===== config.mk =====
export PLATFORM = sky130hd
export DESIGN_NAME = blk_tracker
export DESIGN_NICKNAME = d
export VERILOG_FILES = /design/src/rtl/blk_tracker.sv
export SDC_FILE = /design/constraint.sdc
export NUM_CORES = 1
export LEC_CHECK = 0
export BUFFER_PORTS_ARGS = -buffer_cell sky130_fd_sc_hd__clkbuf_2
export CORE_ASPECT_RATIO = 1.5
export CORE_MARGIN = 2
export CORE_UTILIZATION = 30
export DETAILED_ROUTE_END_ITERATION = 10
export PLACE_DENSITY = 0.45
export SLEW_MARGIN = 20
export SYNTH_ARGS = -nofsm -noshare
export SYNTH_HDL_FRONTEND = slang
export SYNTH_SLANG_ARGS = --single-unit

===== constraint.sdc =====
create_clock -name clk_i -period 2.1 [get_ports clk_i]
set_input_delay 0.63 -clock clk_i [delete_from_list [all_inputs] [get_ports clk_i]]
set_output_delay 0.63 -clock clk_i [all_outputs]
set_load 0.01 [all_outputs]

===== src/rtl/blk_tracker.sv =====
// blk_tracker: block-grid position tracker with per-pixel luma weight for an RGB888 stream
// clk_i    pixel clock
// rst_ni   async active-low reset
// vs_i     vertical sync (rising edge starts a frame and clears all counters)
// de_i     data enable, ignored until the first vs_i rising edge after reset
// data_i   RGB888 pixel, R[23:16] G[15:8] B[7:0]
// vs_o     vs_i delayed by 2 cycles
// de_o     de_i delayed by 2 cycles
// ht_o     block column of the current output pixel, 0 while de_o is low
// vt_o     block row of the current output pixel
// h_save_o last pixel of a block on the last line of a block row
// v_save_o one-cycle pulse after de_o falls on the last line of a block row
// wd_o     per-pixel weight
// Macro BLK_TRACKER_WEIGHTED_EN: wd_o carries the full luma instead of the 0/1 threshold
module blk_tracker #(
   parameter int HBLKS   = 10,
   parameter int VBLKS   = 10,
   parameter int KH      = 192,
   parameter int KV      = 108,
   parameter int LUMA_TH = 128
) (
   input  logic        clk_i,
   input  logic        rst_ni,
   input  logic        vs_i,
   input  logic        de_i,
   input  logic [23:0] data_i,
   output logic        vs_o,
   output logic        de_o,
   output logic [31:0] ht_o,
   output logic [31:0] vt_o,
   output logic        h_save_o,
   output logic        v_save_o,
   output logic [7:0]  wd_o
);
   logic        armed, vs_q, de_q;
   logic        de_act, vs_rise, de_fall;
   logic [31:0] px, ht, ln, vt;
   logic        vs1, de1, hs1, vsv1;
   logic [31:0] ht1, vt1;
   logic [7:0]  y1;
   logic [10:0] y_sum;
`ifndef BLK_TRACKER_WEIGHTED_EN
   localparam logic [7:0] TH = LUMA_TH[7:0];
`endif
   always_comb begin
      y_sum   = {2'b0, data_i[23:16], 1'b0} + {1'b0, data_i[15:8], 2'b0}
              + {3'b0, data_i[15:8]} + {3'b0, data_i[7:0]};
      de_act  = armed & de_i;
      vs_rise = vs_i & ~vs_q;
      de_fall = de_q & ~de_act;
   end
   // ht/vt saturate in the counters themselves, so everything downstream sees clamped values
   always_ff @(posedge clk_i or negedge rst_ni) begin
      if (!rst_ni) begin
         armed <= 1'b0;
         vs_q  <= 1'b0;
         de_q  <= 1'b0;
         px    <= '0;
         ht    <= '0;
         ln    <= '0;
         vt    <= '0;
      end else begin
         vs_q <= vs_i;
         de_q <= de_act;
         if (vs_rise) begin
            armed <= 1'b1;
            px    <= '0;
            ht    <= '0;
            ln    <= '0;
            vt    <= '0;
         end else if (de_act) begin
            px <= (px == KH - 1) ? '0 : px + 32'd1;
            if (px == KH - 1 && ht != HBLKS) ht <= ht + 32'd1;
         end else if (de_fall) begin
            px <= '0;
            ht <= '0;
            ln <= (ln == KV - 1) ? '0 : ln + 32'd1;
            if (ln == KV - 1 && vt != VBLKS) vt <= vt + 32'd1;
         end
      end
   end
   // stage 1 tags each pixel with the counter values it was counted under; stage 2 drives the ports
   always_ff @(posedge clk_i or negedge rst_ni) begin
      if (!rst_ni) begin
         vs1      <= 1'b0;
         de1      <= 1'b0;
         y1       <= '0;
         ht1      <= '0;
         vt1      <= '0;
         hs1      <= 1'b0;
         vsv1     <= 1'b0;
         vs_o     <= 1'b0;
         de_o     <= 1'b0;
         ht_o     <= '0;
         vt_o     <= '0;
         h_save_o <= 1'b0;
         v_save_o <= 1'b0;
         wd_o     <= '0;
      end else begin
         vs1      <= vs_i;
         de1      <= de_act;
         y1       <= 8'(y_sum >> 3);
         ht1      <= ht;
         vt1      <= vt;
         hs1      <= de_act && px == KH - 1 && ln == KV - 1 && ht < HBLKS;
         vsv1     <= de_fall && !vs_rise && ln == KV - 1 && vt < VBLKS;
         vs_o     <= vs1;
         de_o     <= de1;
         ht_o     <= de1 ? ht1 : '0;
         vt_o     <= vt1;
         h_save_o <= hs1;
         v_save_o <= vsv1;
`ifdef BLK_TRACKER_WEIGHTED_EN
         wd_o     <= de1 ? y1 : 8'd0;
`else
         wd_o     <= {7'd0, de1 && y1 >= TH};
`endif
      end
   end
endmodule


After elaboration in Yosys (flattened, before gate mapping). Index checks and enable logic that the tools add are counted. Widths: inputs -> output; s select.

Magnitude comparators: 3. Add/sub/neg operators: 7. Muxes and demuxes: 16. Reductions and logical operators: 16. Bitwise operators: 5. Equal/unequal tests: 6.

Operator list (count): $mux 32 (16); $add 32x1->32 const B (4); $lt 32x4->1 const B (2); $ne 32x4->1 const B (2); $eq 32x7->1 const B (1); $eq 32x8->1 const B (1); $add 11x8->11 (2); $add 9x10->11 (1); $logic_and 1x1->1 (9); $ge 8x8->1 const B (1); $reduce_and 2->1 (2); $reduce_bool 2->1 (2); $and 1x1->1 (3); $ne 3x1->1 const B (1); $reduce_and 3->1 (1); $reduce_bool 3->1 (1); $ne 2x1->1 const B (1); $not 1->1 (2); $logic_not 1->1 (1).

Register bits: 274. Logic and storage cells: 72.

Logic depth before layout (Yosys ltp). Gate-level depths: netlist of run 1.

Depth in word-level cells: 6. Gate-level depth with buffers: 11. Mapped depth without buffers: 11.

Worst setup path before layout of run 1. OpenSTA, ideal clock, no wires.

Kind: input -> register. Start point: input port data_i[3]. End point: register y1[7]. Data required time: 1.969 ns. Arrival: 2.853 ns. Stages on the path: 11. Setup time: 0.131 ns. Buffers on the path: 0. Setup slack: -0.884 ns. Path through: inv_1 -> fa_1 -> fa_1 -> inv_1 -> ha_1 -> and3_1 -> a31o_2 -> a21o_1 -> a21oi_1 -> o21ai_0 -> xor2_1.

Longest elaborated chain between the ends: 1.

RTL lines: start, declared (RTL line 26) `input logic [23:0] data_i,`; $add 11x8->11 (RTL line 47) `+ {3'b0, data_i[15:8]} + {3'b0, data_i[7:0]};`; named net y_sum[10] (RTL line 41) `logic [10:0] y_sum;`; end signal, assigned (RTL line 102) `y1 <= 8'(y_sum >> 3);`; end, declared (RTL line 40) `logic [7:0] y1;`.

The timed path passes the listed nets, and every way through them passes these cells. A chain may end at the register's enable or synchronous reset.

Worst setup path after layout of run 1.
Start point: input port data_i[9]. End point: register y1[7].

Longest elaborated chain between the ends: 3.

RTL lines: $add 9x10->11 (RTL line 46) `y_sum = {2'b0, data_i[23:16], 1'b0} + {1'b0, data_i[15:8], 2'b0}`; $add 11x8->11 * (2 in a row) (RTL line 47); named net y_sum[10] (RTL line 41).

Mark *: on every way through the listed nets, which the timed path passes. The rest lies on a longest branch.

==> results of run 1 <==
-- cell type report --
class                      instances  share of cell area [%]
multi-input combinational        727                    33.7
tap                              489                    3.55
timing repair buffer             354                    17.5
inverter                          47                    1.07
clock inverter                    18                    1.12
sequential                       267                    38.8
clock buffer                      30                    4.16
-- synth_stat cells, drive strengths merged --
cell	count
a21bo	1
a21o	6
a21oi	37
a22o	2
a22oi	1
a31o	2
a31oi	18
and2	45
and3	25
and4	10
and4bb	1
buf	13
clkbuf	38
conb	1
dfrtp	267
fa	13
ha	16
inv	47
mux2i	2
nand2	69
nand2b	4
nand3	55
nand3b	1
nand4	35
nand4b	1
nand4bb	1
nor2	92
nor2b	2
nor3	36
nor4	40
nor4b	5
nor4bb	3
o21a	2
o21ai	99
o22ai	1
o311ai	1
o31ai	14
o41ai	2
or2	3
or3	16
or4	4
xnor2	39
xor2	15
-- cells by family after synthesis --
family | after synthesis
XOR/XNOR | 54
other | 1
buffers and inverters | 98
flip-flops | 267
AO/OA/AOI/OAI | 186
multiplexers | 2
adder cells (fa/ha/maj) | 29
AND/OR/NAND/NOR | 448
-- state kept, by name, summed over array words and instances, names as in the netlist, 32 cells and up --
name / count
px: 32
vt: 32
ht1: 32
ln: 32
vt1: 32
vt_o: 32
ht_o: 32
ht: 32
-- layer usage --
metal,track usage (%),wire length [um]
met5,0,0
met4,4.70,694
met3,1.80,1070
met2,27.5,16400
met1,18.6,12400
-- power by group through the flow --
stage | logic [W] | clock network, W | registers [W]
after global placement | 0.000694 | 0 | 0.00528
final | 0.000921 | 0.00489 | 0.00518
after global routing | 0.00103 | 0.00524 | 0.00518
after floorplan | 0.000343 | 0 | 0.00528
after CTS | 0.000832 | 0.00505 | 0.00518
after detailed placement | 0.000712 | 0 | 0.00528
-- stage by stage --
| step | setup slack (ns) | hold slack (ns) | TNS [ns] | util (%) |
|---|---|---|---|---|
| global placement | -0.997 | 0.336 | -22.37 | 38.1 |
| finish | -0.400 | 0.221 | -5.91 | 45.7 |
| global route | -0.474 | 0.202 | -13.51 | 45.7 |
| floorplan | -0.751 | 0.331 | -2.01 | - |
| CTS | -0.380 | 0.196 | -4.94 | 43.0 |
| detailed placement | -1.04 | 0.335 | -20.37 | 38.1 |
-- timing repair --
action | CTS | global route
cloned | 9 | 5
gates resized for setup | 171 | 222
setup endpoints to repair | 125 | 129
pin swaps | 67 | 133
endpoints found under the hold margin | 24 | 0
buffers inserted | 22 | 21
hold buffers | 1 | 0
-- worst paths after layout --
kind	endpoint	depth (start not counted)
min in group asynchronous	vt_o[30]	2
max in group asynchronous	ht[9]	3
hold / removal	vs1	1
setup / recovery	y1[7]	12
setup reg to reg	vt[15]	9
hold reg to reg	vt_o[10]	0
-- cell usage in the layout (no fill, tap or decap), drive strengths merged, types with 40 or more instances in the layout --
master and instances:
clkbuf 130, nor4 40, nand3 55, o21ai 99
nor2 92, dfrtp 267, buf 253, inv 47
nand2 69, and2 45
-- worst max-delay path: stages --
cell	delay, ns
clkbuf_16	0.11
inv_8	0.03
fa_1	0.48
fa_1	0.49
inv_1	0.04
ha_1	0.26
and3_1	0.18
a31o_2	0.20
a21o_1	0.16
a21oi_2	0.12
o21ai_1	0.07
xor2_1	0.16
==> results by group, run 1 <==
Final layout
  – Fin cells: 1932
  – Fillers: 3576
  – Layout Nets: 1481
  – Register area: 0.00668 mm2
  – Post-Layout Inst Area: 0.0172 mm2
  – Area Overhead vs Synth: 49.8%
  – Area occupied by multi-input gates: 0.00581 mm2
  – Antenna diodes: 0
  – Layout cell share with drive strength beyond 1: 42.3%

Setup path
  – RR Startpoint: ln[28]
  – Worst setup EP type: register
  – Type of origin of the critical path: primary input
  – Crit path from: data_i[9]
  – FF-to-FF setup slack: -0.15 ns
  – Critical path arrival: 2.93 ns
  – WP data required: 2.53 ns
  – Worst-path fanout max: 2
  – Critical Setup Path Class: primary input to register

Power
  – Switching fraction of total power: 24.5%
  – Power Density: 639 mW/mm2
  – Max VDD drop: 0.656 mV
  – NetSw: 0.00269 W
  – Clock network power share: 44.5%
  – Combinational group share of total power: 8.4%
  – P_leak: 8.21 nW
  – Seq pwr share: 47.1%
  – Internal cell power: 0.00831 W
  – PnR Total Power: 0.0110 W

STA
  – Clock skew: 0.0166 ns
  – Worst setup margin: -0.400 ns
  – Setup violators final: 104
  – Max-slew violations: 0
  – Final period utilization: 119%
  – Final min period: 2.50 ns
  – Fmax: 400 MHz
  – Final hold violations: 0
  – Unrepaired setup endpoints after global routing: true

Placed design
  – GP Congestion: 0.781
  – Placed inst area: 0.0143 mm2
  – HPWL Detailed: 19700 um
  – Dpl cells: 1834
  – PortBufs: 96

Clock network
  – Root Buffer: clkbuf_16
  – TritonCTS buffer count: 27
  – CTS tree: built
  – Clock buffer depth: 3
  – Clock latency at the later pin of the worst-skew pair: 0.55 ns
  – Max H-tree Level: 1
  – Number of sinks on the clock net: 267
  – Reg clk slew, reported paths: 0.06 ns

Yosys
  – Netlist cell types: 51
  – Cells after Synth: 1085
  – Yosys Warn Count: 0
  – Yosys reg bits: 267
  – Synth Area in Compound Gates: 9.08%
  – Synth area leaders: dfrtp_1 (58%), o21ai_0 (4.2%), nor2_1 (3.0%)
  – Synth Area in XOR/XNOR: 4.11%
  – Synthesized cell area: 0.0115 mm2
  – Cell taking the most area after synthesis: dfrtp_1
  – Post-synthesis adder-cell area fraction: 4.01%
  – Simple-Gate Fraction of Synth Area: 20.9%
  – Register area share after synthesis: 58.1%
  – Synth Area per Inst: 10.6 um2
  – Main combinational cell family by area after synthesis: simple AND/OR/NAND/NOR gates
  – Multiplexer share of the synthesized area: 0.174%
  – Post-synth top area share: 58.1%

Floorplanning
  – Cell Rows: 87
  – Area of the die: 0.0399 mm2
  – Core ar.: 0.0377 mm2
  – Boundary pin count: 104
  – Die span in y: 244 um
  – Die W: 164 um
  – Initial Util: 30.5%

Outcome
  – Failing checks: negative setup slack
  – Status: complete, but fails checks

Drt
  – Routed Wire Length: 30500 um
  – ANT nets after route: 0
  – TritonRoute pass-1 iters: 4
  – Total number of vias: 9343
  – Via-to-Cell Ratio: 4.84
  – Residual DRC count: 0
  – Wire per inst: 15.8 um
  – Drt initial violations: 432

Global routing
  – First-pass GRT wire length: 49200 um
  – Grt total ovfl: 0
  – Initial antenna violation count: 0
  – Largest net degree at the start of global routing: 89
  – Gr usage total: 15.2%
  – Number of global-route vias before repair: 9597

Run
  – Maxcap violations: 0

Hold path
  – HP Start: vs_i
  – Worst Hold Class: primary input to register
(Power assumes the default switching activity.)
==> inputs of run 2 (changes only) <==
SETUP_SLACK_MARGIN = 0.1   (was default)
==> run 2 against run 1 <==
Against the previous run: the run still ends with negative setup slack left; sequential share of layout area fell by 0.39 points; non-clock buffer count rose by 13; setup slack improved by 0.031 ns; critical path type unchanged; largest cell class unchanged; largest power group unchanged.
==> results by group, run 2 (synthesis results as in run 1) <==
Outcome
  – Status: complete, but fails checks
  – Failing checks: negative setup slack

Global routing
  – Initial antenna violation count: 0
  – Grt total ovfl: 0
  – Number of global-route vias before repair: 10042
  – Largest net degree at the start of global routing: 61
  – Gr usage total: 16.5%
  – First-pass GRT wire length: 52800 um

STA
  – Relative slew slack: 66.5%
  – Max-slew violations: 0
  – Clock skew: 0.0112 ns
  – Worst setup margin: -0.369 ns
  – Final min period: 2.47 ns
  – Setup violators final: 96
  – Fmax: 405 MHz
  – Final period utilization: 118%
  – Unrepaired setup endpoints after global routing: true
  – Final hold violations: 0
  – Worst Tran Pin Value: 0.500 ns

Floorplanning
  – Initial Util: 30.5%
  – Area of the die: 0.0399 mm2
  – Cell Rows: 87
  – Boundary pin count: 104
  – Die span in y: 244 um
  – Die W: 164 um
  – Core ar.: 0.0377 mm2

Setup path
  – Slowest stage delay, CP: 0.50 ns
  – Slowest CP cell: fa_1
  – Critical path arrival: 2.90 ns
  – Crit-path cells: clkbuf_16 > inv_8 > fa_1 > fa_1 > inv_1 > ha_1 > and3_1 > a31o_2 > a21o_1 > a21oi_2 > o21ai_1 > xor2_1
  – Top delay family on crit path: adder cells
  – Most frequent CP cell: fa_1
  – WP data required: 2.54 ns
  – Type of origin of the critical path: primary input
  – Critical path buffers and inverters: 3
  – Worst setup EP type: register
  – Critical Setup Path Class: primary input to register
  – Worst-path fanout max: 2

Clock network
  – Max H-tree Level: 1
  – TritonCTS buffer count: 28
  – Root Buffer: clkbuf_16
  – Number of sinks on the clock net: 267
  – Clock buffer depth: 3
  – Reg clk slew, reported paths: 0.06 ns
  – CTS tree: built
  – Clock latency at the later pin of the worst-skew pair: 0.56 ns

Drt
  – Via-to-Cell Ratio: 4.85
  – Total number of vias: 9442
  – TritonRoute pass-1 iters: 4
  – Residual DRC count: 0
  – ANT nets after route: 0
  – Wire per inst: 16.2 um
  – Drt initial violations: 512
  – Routed Wire Length: 31500 um

Placed design
  – PortBufs: 96
  – Place WS: -1.09 ns
  – GP Congestion: 0.785
  – Placed inst area: 0.0146 mm2
  – HPWL Detailed: 20700 um
  – Dpl cells: 1835

Final layout
  – Area Overhead vs Synth: 51.3%
  – Post-Layout Inst Area: 0.0174 mm2
  – Most common cell after layout, fill and taps aside: dfrtp_1
  – Commonest cells after routing, fill and taps aside: dfrtp_1 (266), buf_4 (193), clkbuf_2 (94), nand2_1 (64), nor2_1 (62)
  – Register area: 0.00668 mm2
  – Antenna diodes: 0
  – Layout cell share with drive strength beyond 1: 42.1%
  – Layout Nets: 1495
  – Fillers: 3562
  – Fin cells: 1948
  – Area occupied by multi-input gates: 0.00580 mm2

Hold path
  – Worst Hold Class: primary input to register

Power
  – Power Density: 635 mW/mm2
  – P_leak: 8.33 nW
  – Max VDD drop: 0.615 mV

Run
  – Maxcap violations: 0
==> run 2: cell count changes in the layout (fill, tap and decap cells not counted), sizes merged <==
cell,delta
inv,+2
clkbuf,+2
bufinv,-1
buf,+18
clkinv,-5
==> run 2: stage by stage <==
| step | hold slack, ns | setup TNS [ns] | utilization [%] | total power, W |
|---|---|---|---|---|
| after floorplan | 0.331 | -4.99 | - | 0.00565 |
| after global placement | 0.332 | -17.64 | 38.6 | 0.00598 |
| after detailed placement | 0.335 | -16.59 | 38.6 | 0.00600 |
| after CTS | 0.205 | -10.08 | 44.8 | 0.0112 |
| after global routing | 0.218 | -20.68 | 46.2 | 0.0115 |
| final | 0.230 | -9.59 | 46.2 | 0.0110 |
==> run 2: path summary, 6_finish.rpt <==
path,startpoint,to,slack [ns],cells after the start
worst max register to register,ln[14],ln[20],-0.20,13
worst max-delay path,data_i[9],y1[7],-0.37,12
min in group asynchronous,rst_ni,ht1[19],0.53,2
worst min-delay path,vs_i,vs1,0.23,1
worst min register to register,vt1[24],vt_o[24],0.34,0
max in group asynchronous,rst_ni,ln[17],0.94,3
==> run 2: final cells by class <==
| type | count | share of cell area [%] |
|---|---|---|
| sequential | 267 | 38.4 |
| multi-input combinational | 727 | 33.3 |
| timing repair buffer | 367 | 18.5 |
| clock buffer | 37 | 4.52 |
| tap | 489 | 3.52 |
| inverter | 47 | 1.06 |
| clock inverter | 14 | 0.655 |
==> run 2: timing repair <==
item,4_1_cts,5_1_grt
gates cloned,15,0
setup buffers,41,15
resized for setup,187,113
hold buffers,1,0
pin swaps,101,83
setup endpoints to repair,128,129
hold endpoints to repair,25,0
==> run 2: power by group <==
| part | internal (W) | leakage, nW | switching (W) |
|---|---|---|---|
| clock | 0.00276 | 0.440 | 0.00210 |
| combinational | 0.000449 | 4.18 | 0.000542 |
| sequential | 0.00517 | 3.71 | 0.0000154 |
| total | 0.00838 | 8.33 | 0.00265 |
==> run 2: worst reg2reg max path: cells and delay by family, from the launching register on <==
kind | cells | cell delay [ns]
AO/OA/AOI/OAI | 4 | 0.37
AND/OR/NAND/NOR | 2 | 0.50
flip-flops | 1 | 0.42
buffers and inverters | 7 | 0.88
==> run 2: layer usage <==
layer,wire length (um),up-vias,track usage [%]
li1,-,4515,-
met1,13000,4666,20.4
met2,16300,198,29.1
met3,1210,63,2.11
met4,1000,0,5.83
met5,0,-,0
